==> config.mk <==
export PLATFORM = sky130hd
export DESIGN_NAME = vga_timing_gen
export DESIGN_NICKNAME = d
export VERILOG_FILES = /design/src/rtl/vga_timing_pkg.sv /design/src/rtl/vga_axis_timer.sv /design/src/rtl/vga_timing_gen.sv
export SDC_FILE = /design/constraint.sdc
export NUM_CORES = 1
export LEC_CHECK = 0
export CAP_MARGIN = 20
export CORE_ASPECT_RATIO = 0.5
export CORE_MARGIN = 1
export CORE_UTILIZATION = 59
export CTS_CLUSTER_SIZE = 8
export DETAILED_ROUTE_END_ITERATION = 10
export PLACE_DENSITY = 0.84
export SYNTH_ARGS = -nofsm -noshare
export SYNTH_HDL_FRONTEND = slang
export SYNTH_HIERARCHICAL = 1
export SYNTH_SLANG_ARGS = --single-unit
==> constraint.sdc <==
create_clock -name clkP -period 6.2 [get_ports clkP]
set_input_delay 1.24 -clock clkP [delete_from_list [all_inputs] [get_ports clkP]]
set_output_delay 1.24 -clock clkP [all_outputs]
set_load 0.02 [all_outputs]
==> src/rtl/vga_timing_pkg.sv <==
// vga_timing_pkg
//   Shared types and mode constants for the VGA raster timing generator.
//   - phase_e      : per-axis raster phase (ACTIVE, FRONT, SYNC, BACK)
//   - VGA640_*     : 640x480@60 timing (default mode, 25.175 MHz pixel clock)
//   - SVGA800_*    : 800x600@60 timing (40 MHz pixel clock)
//   - axis_total() : total length of one axis in pixels/lines
package vga_timing_pkg;

  typedef enum logic [1:0] {
    PH_ACTIVE = 2'd0,
    PH_FRONT  = 2'd1,
    PH_SYNC   = 2'd2,
    PH_BACK   = 2'd3
  } phase_e;

  // 640x480@60
  localparam int VGA640_HD = 640;
  localparam int VGA640_HF = 16;
  localparam int VGA640_HS = 96;
  localparam int VGA640_HB = 48;
  localparam int VGA640_VD = 480;
  localparam int VGA640_VF = 10;
  localparam int VGA640_VS = 2;
  localparam int VGA640_VB = 33;

  // 800x600@60
  localparam int SVGA800_HD = 800;
  localparam int SVGA800_HF = 40;
  localparam int SVGA800_HS = 128;
  localparam int SVGA800_HB = 88;
  localparam int SVGA800_VD = 600;
  localparam int SVGA800_VF = 1;
  localparam int SVGA800_VS = 4;
  localparam int SVGA800_VB = 23;

  function automatic int axis_total(input int d, input int f, input int s, input int b);
    return d + f + s + b;
  endfunction

endpackage

==> src/rtl/vga_axis_timer.sv <==
// vga_axis_timer
//   One raster axis: a position counter 0..T-1 (T = D+F+S+B) plus a 4-phase
//   FSM ACTIVE->FRONT->SYNC->BACK->ACTIVE that tracks which region the counter
//   is in. Both advance only on `step`.
//   Ports:
//     clkP, rstN  : clock, async active-low reset (count=T-1, phase=BACK so the
//                   first step lands on position 0 / ACTIVE)
//     step        : advance one position
//     count/phase : current registered position and phase
//     wrap        : count is at T-1 (next step wraps to 0)
//     count_nxt/phase_nxt : values the registers take on this edge; the top
//                   level registers its outputs from these so they change on
//                   the same edge as the counter.
module vga_axis_timer
  import vga_timing_pkg::*;
#(
  parameter int D = 640,
  parameter int F = 16,
  parameter int S = 96,
  parameter int B = 48,
  parameter int W = 10
) (
  input  logic         clkP,
  input  logic         rstN,
  input  logic         step,
  output logic [W-1:0] count,
  output logic [1:0]   phase,
  output logic         wrap,
  output logic [W-1:0] count_nxt,
  output logic [1:0]   phase_nxt
);

  localparam int T = axis_total(D, F, S, B);

  // Last position of each phase; the FSM leaves the phase on the step taken there.
  localparam logic [W-1:0] END_ACT = W'(D - 1);
  localparam logic [W-1:0] END_FP  = W'(D + F - 1);
  localparam logic [W-1:0] END_SY  = W'(D + F + S - 1);
  localparam logic [W-1:0] END_BP  = W'(T - 1);

  logic [W-1:0] count_q, count_d;
  phase_e       phase_q, phase_d;

  assign wrap = (count_q == END_BP);

  always_comb begin
    count_d = count_q;
    phase_d = phase_q;
    if (step) begin
      count_d = wrap ? '0 : count_q + 1'b1;
      case (phase_q)
        PH_ACTIVE: if (count_q == END_ACT) phase_d = PH_FRONT;
        PH_FRONT:  if (count_q == END_FP)  phase_d = PH_SYNC;
        PH_SYNC:   if (count_q == END_SY)  phase_d = PH_BACK;
        PH_BACK:   if (wrap)               phase_d = PH_ACTIVE;
        default:                           phase_d = PH_BACK;
      endcase
    end
  end

  always_ff @(posedge clkP or negedge rstN) begin
    if (!rstN) begin
      count_q <= END_BP;
      phase_q <= PH_BACK;
    end else begin
      count_q <= count_d;
      phase_q <= phase_d;
    end
  end

  assign count     = count_q;
  assign phase     = phase_q;
  assign count_nxt = count_d;
  assign phase_nxt = phase_d;

endmodule

==> src/rtl/vga_timing_gen.sv <==
// vga_timing_gen
//   Parametrised VGA raster timing generator with pixel-clock prescaler.
//   Ports:
//     clkP       : system clock, rising edge
//     rstN       : async active-low reset
//     en         : run enable; low freezes prescaler, counters and outputs
//     pixelTick  : high for the clkP cycle after each pixel tick edge
//     hsync/vsync: sync outputs, active level H_POL / V_POL
//     de         : inside the HD x VD active area
//     pixelX/Y   : current raster position
//     lineStart  : position is at pixelX==0
//     frameStart : position is at (0,0)
//   All outputs are registered from the axis timers' next-state values, so
//   they all change on the edge that registers a tick, with no skew.
module vga_timing_gen
  import vga_timing_pkg::*;
#(
  parameter int HD      = VGA640_HD,
  parameter int HF      = VGA640_HF,
  parameter int HS      = VGA640_HS,
  parameter int HB      = VGA640_HB,
  parameter int VD      = VGA640_VD,
  parameter int VF      = VGA640_VF,
  parameter int VS      = VGA640_VS,
  parameter int VB      = VGA640_VB,
  parameter int H_POL   = 0,
  parameter int V_POL   = 0,
  parameter int CLK_DIV = 1,
  localparam int HT = HD + HF + HS + HB,
  localparam int VT = VD + VF + VS + VB,
  localparam int HW = $clog2(HT),
  localparam int VW = $clog2(VT)
) (
  input  logic          clkP,
  input  logic          rstN,
  input  logic          en,
  output logic          pixelTick,
  output logic          hsync,
  output logic          vsync,
  output logic          de,
  output logic [HW-1:0] pixelX,
  output logic [VW-1:0] pixelY,
  output logic          lineStart,
  output logic          frameStart
);

  localparam int           DW       = (CLK_DIV > 1) ? $clog2(CLK_DIV) : 1;
  localparam logic [DW-1:0] DIV_LAST = DW'(CLK_DIV - 1);
  localparam logic         HS_ACT   = (H_POL != 0);
  localparam logic         VS_ACT   = (V_POL != 0);

  // ---------------------------------------------------------------- prescaler
  logic [DW-1:0] div_q, div_d;
  logic          tick;

  assign tick = en && (div_q == DIV_LAST);

  always_comb begin
    div_d = div_q;
    if (en) div_d = tick ? '0 : div_q + 1'b1;
  end

  always_ff @(posedge clkP or negedge rstN) begin
    if (!rstN) div_q <= '0;
    else       div_q <= div_d;
  end

  // -------------------------------------------------------------- axis timers
  logic [HW-1:0] h_cnt, h_cnt_nxt;
  logic [VW-1:0] v_cnt, v_cnt_nxt;
  logic [1:0]    h_ph, h_ph_nxt, v_ph, v_ph_nxt;
  logic          h_wrap, v_wrap;

  vga_axis_timer #(.D(HD), .F(HF), .S(HS), .B(HB), .W(HW)) u_h (
    .clkP      (clkP),
    .rstN      (rstN),
    .step      (tick),
    .count     (h_cnt),
    .phase     (h_ph),
    .wrap      (h_wrap),
    .count_nxt (h_cnt_nxt),
    .phase_nxt (h_ph_nxt)
  );

  // The line counter steps only on the tick that wraps the pixel counter, so a
  // joint wrap at (HT-1,VT-1) goes straight to (0,0).
  vga_axis_timer #(.D(VD), .F(VF), .S(VS), .B(VB), .W(VW)) u_v (
    .clkP      (clkP),
    .rstN      (rstN),
    .step      (tick & h_wrap),
    .count     (v_cnt),
    .phase     (v_ph),
    .wrap      (v_wrap),
    .count_nxt (v_cnt_nxt),
    .phase_nxt (v_ph_nxt)
  );

  // --------------------------------------------------------- output registers
  logic          pixel_tick_q, pixel_tick_d;
  logic          hsync_q, hsync_d;
  logic          vsync_q, vsync_d;
  logic          de_q, de_d;
  logic [HW-1:0] pixel_x_q, pixel_x_d;
  logic [VW-1:0] pixel_y_q, pixel_y_d;
  logic          line_start_q, line_start_d;
  logic          frame_start_q, frame_start_d;

  always_comb begin
    pixel_tick_d  = tick;
    hsync_d       = hsync_q;
    vsync_d       = vsync_q;
    de_d          = de_q;
    pixel_x_d     = pixel_x_q;
    pixel_y_d     = pixel_y_q;
    line_start_d  = line_start_q;
    frame_start_d = frame_start_q;
    if (tick) begin
      pixel_x_d     = h_cnt_nxt;
      pixel_y_d     = v_cnt_nxt;
      hsync_d       = (h_ph_nxt == PH_SYNC) ? HS_ACT : ~HS_ACT;
      vsync_d       = (v_ph_nxt == PH_SYNC) ? VS_ACT : ~VS_ACT;
      de_d          = (h_ph_nxt == PH_ACTIVE) && (v_ph_nxt == PH_ACTIVE);
      line_start_d  = (h_cnt_nxt == '0);
      frame_start_d = (h_cnt_nxt == '0) && (v_cnt_nxt == '0);
    end
  end

  always_ff @(posedge clkP or negedge rstN) begin
    if (!rstN) begin
      pixel_tick_q  <= 1'b0;
      hsync_q       <= ~HS_ACT;
      vsync_q       <= ~VS_ACT;
      de_q          <= 1'b0;
      pixel_x_q     <= '0;
      pixel_y_q     <= '0;
      line_start_q  <= 1'b0;
      frame_start_q <= 1'b0;
    end else begin
      pixel_tick_q  <= pixel_tick_d;
      hsync_q       <= hsync_d;
      vsync_q       <= vsync_d;
      de_q          <= de_d;
      pixel_x_q     <= pixel_x_d;
      pixel_y_q     <= pixel_y_d;
      line_start_q  <= line_start_d;
      frame_start_q <= frame_start_d;
    end
  end

  assign pixelTick  = pixel_tick_q;
  assign hsync      = hsync_q;
  assign vsync      = vsync_q;
  assign de         = de_q;
  assign pixelX     = pixel_x_q;
  assign pixelY     = pixel_y_q;
  assign lineStart  = line_start_q;
  assign frameStart = frame_start_q;

  // Counter state is fully reflected in the registered outputs; the current
  // phases and the line wrap are only needed inside the timers.
  logic unused_ok;
  assign unused_ok = ^{h_cnt, v_cnt, h_ph, v_ph, v_wrap};

endmodule

======== Word level (Yosys, flattened, before mapping) ========
Index checks and enable logic that the tools add are counted.
cells by class
  $add $sub $neg .......................... 3
  equality and inequality tests ........... 16
  mux-type cells .......................... 19
  bitwise gates (word level) .............. 2
  reductions and logical operators ........ 9
operators with widths
  cell                     number
  $eq A10 B10 Y1 const B   5
  $mux W10                 4
  $eq A10 B9 Y1 const B    3
  $add A10 B1 Y10 const B  2
  $logic_not A10 Y1        2
  $mux W2                  10
  $pmux W2 S4              2
  $eq A2 B2 Y1 const B     6
  $logic_not A2 Y1         4
  $eq A2 B1 Y1 const B     2
  $logic_and A1 B1 Y1      3
  $mux W1                  3
  $add A1 B1 Y1 const B    1
  $and A1 B1 Y1            1
  $not A1 Y1               1
storage, ports and cells
  register bits after elaboration ......... 51
  bits of input ports ..................... 3
  output and inout port bits .............. 26

======== Longest topological paths before layout ========
Gate-level depths: netlist of run 1.
  depth in word-level cells ............... 6
  gate-level depth with buffers ........... 12
  mapped depth without buffers ............ 11

======== Hierarchy ========
The synthesis of run 1 kept the hierarchy.
modules (own cells, without submodules)
  module                 times used  cells an instance  area an instance (um^2)  seq. area each (um^2)
  vga_timing_gen         1           117                1066.0                   678.2
  vga_axis_timer at u_v  1           70                 700.7                    306.5
  vga_axis_timer at u_h  1           68                 680.7                    311.5

======== Worst setup path before layout of run 1 ========
Ideal clock, no wire load.
  path kind ............................... input to register
  start point ............................. in en
  end point ............................... reg de_q (netlist: de)
  library setup time ...................... 0.076 ns
  arrival ................................. 2.989 ns
  data required time ...................... 6.124 ns
  path slack .............................. 3.135 ns
  stages on the path ...................... 10
  path buffers ............................ 1
  path through ............................ nand2b_1 buf_2 inv_4 and2_1 nand4b_1 or4_1 nor2_1 nor3_1 or4_1 o21ai_1
between the ends
  word-level cells in the longest chain between the ends .. 5
  elaborated cells on any way between the ends .. 7
  classes of those cells .................. 2 x mux; 1 x bitwise; 4 x reduce/logical
RTL lines
  what                    line                   source
  start: declaration      vga_timing_gen.sv:36   input logic en,
  $logic_and A1 B1 Y1     vga_timing_gen.sv:56   assign tick = en && (div_q == DIV_LAST);
  $and A1 B1 Y1           vga_timing_gen.sv:90   .step (tick & h_wrap),
  $mux W2                 vga_axis_timer.sv:49   if (step) begin
  named net v_ph_nxt[0]   vga_timing_gen.sv:71   logic [1:0] h_ph, h_ph_nxt, v_ph, v_ph_nxt;
  $logic_not A2 Y1        vga_timing_gen.sv:122  de_d = (h_ph_nxt == PH_ACTIVE) && (v_ph_nxt == PH_ACTIVE);
  $logic_and A1 B1 Y1     vga_timing_gen.sv:122
  end signal: assignment  vga_timing_gen.sv:133  de_q <= 1'b0;
  end signal: assignment  vga_timing_gen.sv:142  de_q <= de_d;
  end: declaration        vga_timing_gen.sv:102  logic de_q, de_d;
The timed path passes the listed nets, and every way through them passes these cells.
A chain may end at the register's enable or synchronous reset.

======== Final worst setup path of run 1 ========
Ends and elaborated chain as after synthesis.

==> results of run 1 <==
[worst max-delay path, cell delays in order]
cell             delay (ps)
clkdlybuf4s50_1         480
nand2b_1                530
inv_4                   540
and2_1                  470
nand4b_1                130
or4_1                   420
nor2_1                  150
nor3_1                  100
or4_1                   520
o21ai_1                 130
[power breakdown]
part	internal, mW	total, mW	leakage [nW]	switching, mW
registers	0.387	0.433	0.616	0.0455
logic	0.0746	0.177	0.595	0.103
clock network	0.121	0.225	0.0524	0.104
total	0.583	0.834	1.26	0.252
[cell type report]
type	instances	area, sq um
repair buffers	29	295.3
multi-input cells	182	1041
clock inverters	1	30.03
fillers	266	1094
flip-flops and latches	51	1296
clock buffers	7	76.32
inverters	11	43.79
well taps	54	67.56
[synthesized netlist by cell type, drive strengths merged (5+ instances only)]
cell	count
a21oi	5
inv	11
dfrtp	35
nand3	6
o22ai	5
xnor2	9
nand2	78
nor4	8
dfstp	16
nor2	15
buf	11
nand4	9
[placed cells by master (no fill, tap or decap), types with 3 or more instances in the layout]
master | synthesis | final
o22ai_1 | 5 | 5
clkdlybuf4s50_1 | 0 | 27
nor3_1 | 3 | 3
nand4_1 | 9 | 9
dfstp_2 | 16 | 16
a21oi_1 | 4 | 4
ha_1 | 4 | 4
o21ai_1 | 3 | 3
nand2b_1 | 3 | 3
nor4_1 | 7 | 7
xor2_1 | 3 | 3
nor2_1 | 15 | 15
clkbuf_8 | 0 | 5
nand3_1 | 5 | 5
xnor2_1 | 9 | 9
inv_1 | 10 | 10
dfrtp_1 | 35 | 35
nand2_1 | 77 | 77
[cells by family (layout without fill, tap and decap cells)]
logic type | Yosys count | count (layout) | synth area share, %
buffers and inverters | 22 | 48 | 4.499
multiplexers | 3 | 3 | 1.278
adder cells (fa/ha/maj) | 4 | 4 | 2.045
flip-flops | 51 | 51 | 52.97
AO/OA/AOI/OAI | 19 | 19 | 4.754
XOR/XNOR | 12 | 12 | 4.295
AND/OR/NAND/NOR | 144 | 144 | 30.16
[worst paths after layout]
path | startpoint | to | slack (ps) | depth (start not counted)
worst min-delay path | pixelX[7]$_DFFE_PN0P_ | pixelX[7]$_DFFE_PN0P_ | 480 | 2
max in group asynchronous | rstN | u_h/count[0]$_DFF_PN1_ | 4880 | 2
worst min register to register | pixelX[7]$_DFFE_PN0P_ | pixelX[7]$_DFFE_PN0P_ | 480 | 2
worst max register to register | div_q$_DFFE_PN0P_ | de$_DFFE_PN0P_ | 2680 | 9
min in group asynchronous | rstN | pixelY[0]$_DFFE_PN0P_ | 770 | 1
worst max-delay path | en | de$_DFFE_PN0P_ | 1710 | 10
[layer usage]
layer / GRT usage, % / share of wire (%) / up-vias
met5: 0 / 0 / -
met4: 11.69 / 1.8 / 0
met3: 5.873 / 4.4 / 13
met2: 41.62 / 49 / 47
met1: 32.96 / 45 / 935
li1: - / - / 905
[stage by stage]
step	std cells	power (mW)	cell area (sq um)	setup WS [ps]	hold slack [ps]
6_report	335	0.8344	2850	1712	482.0
5_1_grt	335	0.8743	2850	1442	505.4
4_1_cts	334	0.8369	2830	1706	486.0
3_5_place_dp	326	0.6079	2724	1374	464.4
3_3_place_gp	326	0.6008	2724	1537	459.1
2_1_floorplan	255	0.5376	2447	3135	454.6
[flip-flops by register name (all words and copies together) (netlist names)]
signal / cells
hsync: 1
de: 1
vsync: 1
frameStart: 1
u_h/count: 10
pixelY: 10
pixelTick: 1
div_q: 1
pixelX: 10
lineStart: 1
u_v/count: 10
u_h/phase: 2
u_v/phase: 2
==> metrics.txt, run 1 <==
# TYPE chip_impl_metric gauge
chip_impl_metric{name="final_layout_size_suffix_gt1_share",unit="%"} 13.52
chip_impl_metric{name="placeableCoreArea",unit="sq um"} 3944
chip_impl_metric{name="p_leak",unit="nW"} 1.264
chip_impl_metric{name="wl",unit="mm"} 5.172
chip_impl_info{name="synthFlopType",value="dfrtp_1"} 1
chip_impl_metric{name="clkLatencyLatePin",unit="ps"} 300
chip_impl_metric{name="final_ant_viol_nets",unit=""} 0
chip_impl_metric{name="route.detailed.vias_per_inst",unit=""} 5.672
chip_impl_info{name="synthTopCellsByArea",value="dfrtp_1 (36%), dfstp_2 (17%), nand2_1 (12%)"} 1
chip_impl_metric{name="synth_seq_area_share",unit="%"} 52.97
chip_impl_info{name="endpoint_kind",value="register"} 1
chip_impl_metric{name="path_max_fanout",unit=""} 39
chip_impl_metric{name="hold_buffers",unit=""} 0
chip_impl_metric{name="drc",unit=""} 0
chip_impl_metric{name="period_share",unit="%"} 72.38
chip_impl_metric{name="synth_enable_flop_cells",unit=""} 0
chip_impl_info{name="worst_setup_path_start_kind",value="primary input"} 1
chip_impl_metric{name="globalplace.congestion",unit=""} 0.8573
chip_impl_metric{name="post_drt_wl_per_cell",unit="microns"} 15.44
chip_impl_metric{name="grt_overflow",unit=""} 0
chip_impl_metric{name="slew_violations",unit=""} 0
chip_impl_metric{name="power_density",unit="nW/um^2"} 292.7
chip_impl_metric{name="io_pins",unit=""} 29
chip_impl_metric{name="cts_setup_buffers",unit=""} 0
chip_impl_metric{name="tritoncts.num_buffers",unit=""} 5
chip_impl_metric{name="floorplan.rows",unit=""} 16
chip_impl_metric{name="synth.net_count",unit=""} 262
chip_impl_metric{name="vdd_drop_max",unit="mV"} 0.2243
chip_impl_metric{name="clk_path_buf_depth",unit=""} 2
chip_impl_metric{name="totalNegativeSetupSlack",unit="ps"} 0
chip_impl_metric{name="die_w",unit="microns"} 93.08
chip_impl_metric{name="maxSlewHeadroom",unit="%"} 33.08
chip_impl_metric{name="final_core_utilization",unit="%"} 72.27
chip_impl_metric{name="synth.cell_area",unit="sq um"} 2447
chip_impl_metric{name="drt-initial-drc-count",unit=""} 96
chip_impl_metric{name="effective_utilization_at_floorplan",unit="%"} 62.06
chip_impl_metric{name="fin_skew",unit="ps"} 8.401
chip_impl_metric{name="hpwlAfterDp",unit="mm"} 3.523
chip_impl_info{name="critPathKind",value="in -> reg"} 1
chip_impl_info{name="rsz_0062_raised_after_global_routing",value="no"} 1
chip_impl_metric{name="finalSetupViolations",unit=""} 0
chip_impl_metric{name="initial_antenna_violation_count",unit=""} 0
chip_impl_metric{name="numPortBuffers",unit=""} 28
chip_impl_info{name="status",value="finished clean"} 1
chip_impl_metric{name="ys.warnings.count",unit=""} 6
chip_impl_metric{name="area_fraction_of_the_dominant_cell_type_after_synthesis",unit="%"} 35.79
chip_impl_metric{name="fmax",unit="MHz"} 222.8
chip_impl_metric{name="die_h",unit="microns"} 47.54
chip_impl_metric{name="yosysUniqueCellTypes",unit=""} 47
chip_impl_metric{name="num_vias",unit=""} 1900
chip_impl_info{name="cts_root_buffer",value="clkbuf_8"} 1
chip_impl_metric{name="max-cap-violations",unit=""} 0
chip_impl_info{name="library_cell_occupying_the_most_area_in_the_post_synthesis_netlist",value="dfrtp_1"} 1
chip_impl_metric{name="final_net_count",unit=""} 287
chip_impl_metric{name="ys_async_rst_share",unit="%"} 100.0
chip_impl_metric{name="layout_min_cycle_time",unit="ps"} 4488
chip_impl_metric{name="post_cts_resize_count",unit=""} 0
chip_impl_info{name="timing.hold.worst.class",value="reg -> reg"} 1
chip_impl_metric{name="worstPathArrival",unit="ps"} 4710
chip_impl_metric{name="grt_pass1_wl",unit="mm"} 8.211
chip_impl_metric{name="clock_sinks",unit=""} 51
chip_impl_metric{name="worst_setup_hold_path_clk_slew",unit="ps"} 90
chip_impl_metric{name="synthCells",unit=""} 255
chip_impl_metric{name="post_synthesis_mean_instance_area",unit="sq um"} 9.597
chip_impl_metric{name="timing_hold_violations_final",unit=""} 0
chip_impl_metric{name="yosys_reg_bits",unit=""} 51
chip_impl_metric{name="cts_max_level",unit=""} 2
chip_impl_metric{name="grt_pass1_vias",unit=""} 1705
chip_impl_metric{name="areaGrowthSynthToFinish",unit="%"} 16.46
chip_impl_metric{name="grtUsageTotal",unit="%"} 25.10
chip_impl_metric{name="fp.dieArea",unit="sq um"} 4425
chip_impl_metric{name="maximum_number_of_pins_on_one_net_before_global_route_repair",unit=""} 52
chip_impl_metric{name="detailedRoute.firstPassIterationCount",unit=""} 4
chip_impl_metric{name="actual_slew_at_the_worst_max_slew_pin",unit="ps"} 1004
chip_impl_metric{name="critical_path_required",unit="ps"} 6420
chip_impl_info{name="tritoncts",value="yes"} 1
chip_impl_metric{name="antenna_cells",unit=""} 0
Power figures use the tool's default switching activity.
==> run 2, diff against run 1 <==
Settings changed: CORE_UTILIZATION 59 to 55, PLACE_DENSITY 0.84 to 0.79.
Clock period 6.2 ns to 4.5 ns, I/O delays scaled along.
==> run 2 against run 1 <==
  * Via count is 0.74% lower
  * Critical endpoint unchanged
  * First-iteration DRC count fell by 17%
  * Total power increased by 34%
  * Die area increased by 7.0%
  * Setup slack got worse by 670 ps
  * Clock skew is 1.5 ps lower
  * Clock-buffer cell count is 1 higher
  * Critical path type unchanged
==> metrics.txt, run 2 (synthesized netlist as in run 1, its figures left out) <==
# TYPE chip_impl_metric gauge
chip_impl_info{name="layout.cells.most_common_list",value="nand2_1 (77), dfrtp_1 (35), clkdlybuf4s50_1 (27), dfstp_2 (16), nor2_1 (15)"} 1
chip_impl_metric{name="report.power.total",unit="mW"} 1.120
chip_impl_metric{name="drt-initial-drc-count",unit=""} 80
chip_impl_info{name="worst_setup_path_start_kind",value="primary input"} 1
chip_impl_metric{name="fin_worst_hold_slack",unit="ps"} 437.6
chip_impl_metric{name="worstPathArrival",unit="ps"} 3690
chip_impl_metric{name="final_ant_viol_nets",unit=""} 0
chip_impl_metric{name="die_h",unit="microns"} 49.17
chip_impl_metric{name="period_share",unit="%"} 76.89
chip_impl_metric{name="r2r_cells",unit=""} 10
chip_impl_metric{name="grt_pass1_vias",unit=""} 1817
chip_impl_metric{name="hpwlAfterDp",unit="mm"} 3.357
chip_impl_metric{name="io_pins",unit=""} 29
chip_impl_metric{name="post_cts_resize_count",unit=""} 0
chip_impl_metric{name="max-cap-violations",unit=""} 0
chip_impl_metric{name="floorplan.rows",unit=""} 16
chip_impl_info{name="timing.hold.worst.class",value="in -> async"} 1
chip_impl_metric{name="wl",unit="mm"} 5.040
chip_impl_metric{name="areaGrowthSynthToFinish",unit="%"} 16.51
chip_impl_metric{name="drc",unit=""} 0
chip_impl_metric{name="num_vias",unit=""} 1886
chip_impl_metric{name="tritoncts.num_buffers",unit=""} 5
chip_impl_metric{name="vdd_drop_max",unit="mV"} 0.3872
chip_impl_info{name="mostFrequentLayoutCell",value="nand2_1"} 1
chip_impl_metric{name="fillerInstances",unit=""} 330
chip_impl_metric{name="p_leak",unit="nW"} 1.268
chip_impl_metric{name="final_net_count",unit=""} 288
chip_impl_metric{name="placedInstanceArea",unit="sq um"} 2731
chip_impl_metric{name="numPortBuffers",unit=""} 28
chip_impl_info{name="critPathKind",value="in -> reg"} 1
chip_impl_metric{name="final_core_utilization",unit="%"} 69.82
chip_impl_metric{name="actual_slew_at_the_worst_max_slew_pin",unit="ps"} 473.9
chip_impl_metric{name="post_drt_wl_per_cell",unit="microns"} 15.00
chip_impl_info{name="tritoncts",value="yes"} 1
chip_impl_metric{name="slew_violations",unit=""} 0
chip_impl_metric{name="placeableCoreArea",unit="sq um"} 4084
chip_impl_metric{name="clk_path_buf_depth",unit=""} 2
chip_impl_metric{name="globalplace.congestion",unit=""} 0.9027
chip_impl_metric{name="layout_min_cycle_time",unit="ps"} 3460
chip_impl_info{name="status",value="finished clean"} 1
chip_impl_metric{name="clkLatencyLatePin",unit="ps"} 300
chip_impl_metric{name="detailedRoute.firstPassIterationCount",unit=""} 4
chip_impl_metric{name="antenna_cells",unit=""} 0
chip_impl_metric{name="worst_setup_hold_path_clk_slew",unit="ps"} 90
chip_impl_metric{name="cts_setup_buffers",unit=""} 0
chip_impl_metric{name="hold_buffers",unit=""} 0
chip_impl_metric{name="post-route-cell-area",unit="sq um"} 2851
chip_impl_metric{name="finalSetupViolations",unit=""} 0
chip_impl_metric{name="maximum_number_of_pins_on_one_net_before_global_route_repair",unit=""} 52
chip_impl_metric{name="fmax",unit="MHz"} 289.0
chip_impl_info{name="worst_r2r_startpoint",value="u_h/count[0]$_DFF_PN1_"} 1
chip_impl_metric{name="final_layout_size_suffix_gt1_share",unit="%"} 14.18
chip_impl_metric{name="fp.dieArea",unit="sq um"} 4737
chip_impl_metric{name="timing_hold_violations_final",unit=""} 0
chip_impl_metric{name="route.detailed.vias_per_inst",unit=""} 5.613
chip_impl_info{name="worstReg2RegEnd",value="de$_DFFE_PN0P_"} 1
chip_impl_metric{name="clock_sinks",unit=""} 51
chip_impl_metric{name="cts_max_level",unit=""} 2
chip_impl_metric{name="totalNegativeSetupSlack",unit="ps"} 0
chip_impl_metric{name="grt_overflow",unit=""} 0
chip_impl_info{name="critPathLaunch",value="en"} 1
chip_impl_info{name="timing.critical_path.to",value="de$_DFFE_PN0P_"} 1
chip_impl_metric{name="path_max_fanout",unit=""} 39
chip_impl_metric{name="effective_utilization_at_floorplan",unit="%"} 59.93
chip_impl_info{name="rsz_0062_raised_after_global_routing",value="no"} 1
chip_impl_metric{name="setup.reg_to_reg.worst_slack",unit="ps"} 1260
chip_impl_info{name="cts_root_buffer",value="clkbuf_8"} 1
chip_impl_metric{name="initial_antenna_violation_count",unit=""} 0
chip_impl_metric{name="fin_skew",unit="ps"} 6.934
chip_impl_metric{name="grtUsageTotal",unit="%"} 24.24
chip_impl_metric{name="power_density",unit="nW/um^2"} 392.7
chip_impl_metric{name="maxSlewHeadroom",unit="%"} 68.17
chip_impl_metric{name="grt_pass1_wl",unit="mm"} 8.625
chip_impl_metric{name="die_w",unit="microns"} 96.34
chip_impl_info{name="endpoint_kind",value="register"} 1
chip_impl_metric{name="critical_path_required",unit="ps"} 4730
## run 2: changes by cell type in the layout (fill, tap and decap cells not counted)
cell | previous run | this run
bufinv_16 | 1 | 0
buf_4 | 0 | 1
clkbuf_8 | 5 | 7
clkbuf_1 | 2 | 1
## run 2: how the worst min path moves through the flow
stage                                      from                     end  slack (ps)  cells past startpoint
after detailed placement  pixelY[7]$_DFFE_PN0P_   pixelY[7]$_DFFE_PN0P_         460                      2
after global routing                       rstN  u_h/count[5]$_DFF_PN0_         440                      1
after CTS                 pixelY[7]$_DFFE_PN0P_   pixelY[7]$_DFFE_PN0P_         480                      2
after floorplan               div_q$_DFFE_PN0P_       div_q$_DFFE_PN0P_         450                      1
after global placement    pixelX[4]$_DFFE_PN0P_   pixelX[4]$_DFFE_PN0P_         460                      2
final                                      rstN   pixelX[0]$_DFFE_PN0P_         440                      1
## run 2: layer usage
metal,up-vias,global-route usage [%],wire length [microns],share of wire [%]
li1,912,-,-,-
met1,906,34.96,2338,46
met2,64,36.41,2404,48
met3,4,6.075,275,5.5
met4,0,7.353,21,0.42
met5,-,0,0,0
## run 2: worst max-delay path, cell delays in order
cell and delay, ps:
clkdlybuf4s50_1 480, nand2b_1 100, inv_4 290, and2_1 470, nand4b_1 130, or4_1 420
nor2_1 150, nor3_1 100, or4_1 530, o21ai_1 120
## run 2: report_power, final
part	switching [mW]	internal, mW	leakage [nW]
clock network	0.140	0.140	0.0515
logic	0.140	0.104	0.600
registers	0.0621	0.533	0.616
## run 2: cell type report
cell class / instances / area [sq um] / area share [%]
Clock buffer: 8 / 100.1 / 3.510
Inverter: 11 / 43.79 / 1.536
Multi-Input combinational cell: 182 / 1041 / 36.51
Sequential cell: 51 / 1296 / 45.46
Tap cell: 54 / 67.56 / 2.369
Timing Repair Buffer: 30 / 302.8 / 10.62
## run 2: metrics by stage
step,std cells,worst slack (ps)
6_report,336,1040
3_3_place_gp,327,835.4
4_1_cts,335,1039
2_1_floorplan,255,1775
5_1_grt,336,807.9
3_5_place_dp,327,717.9
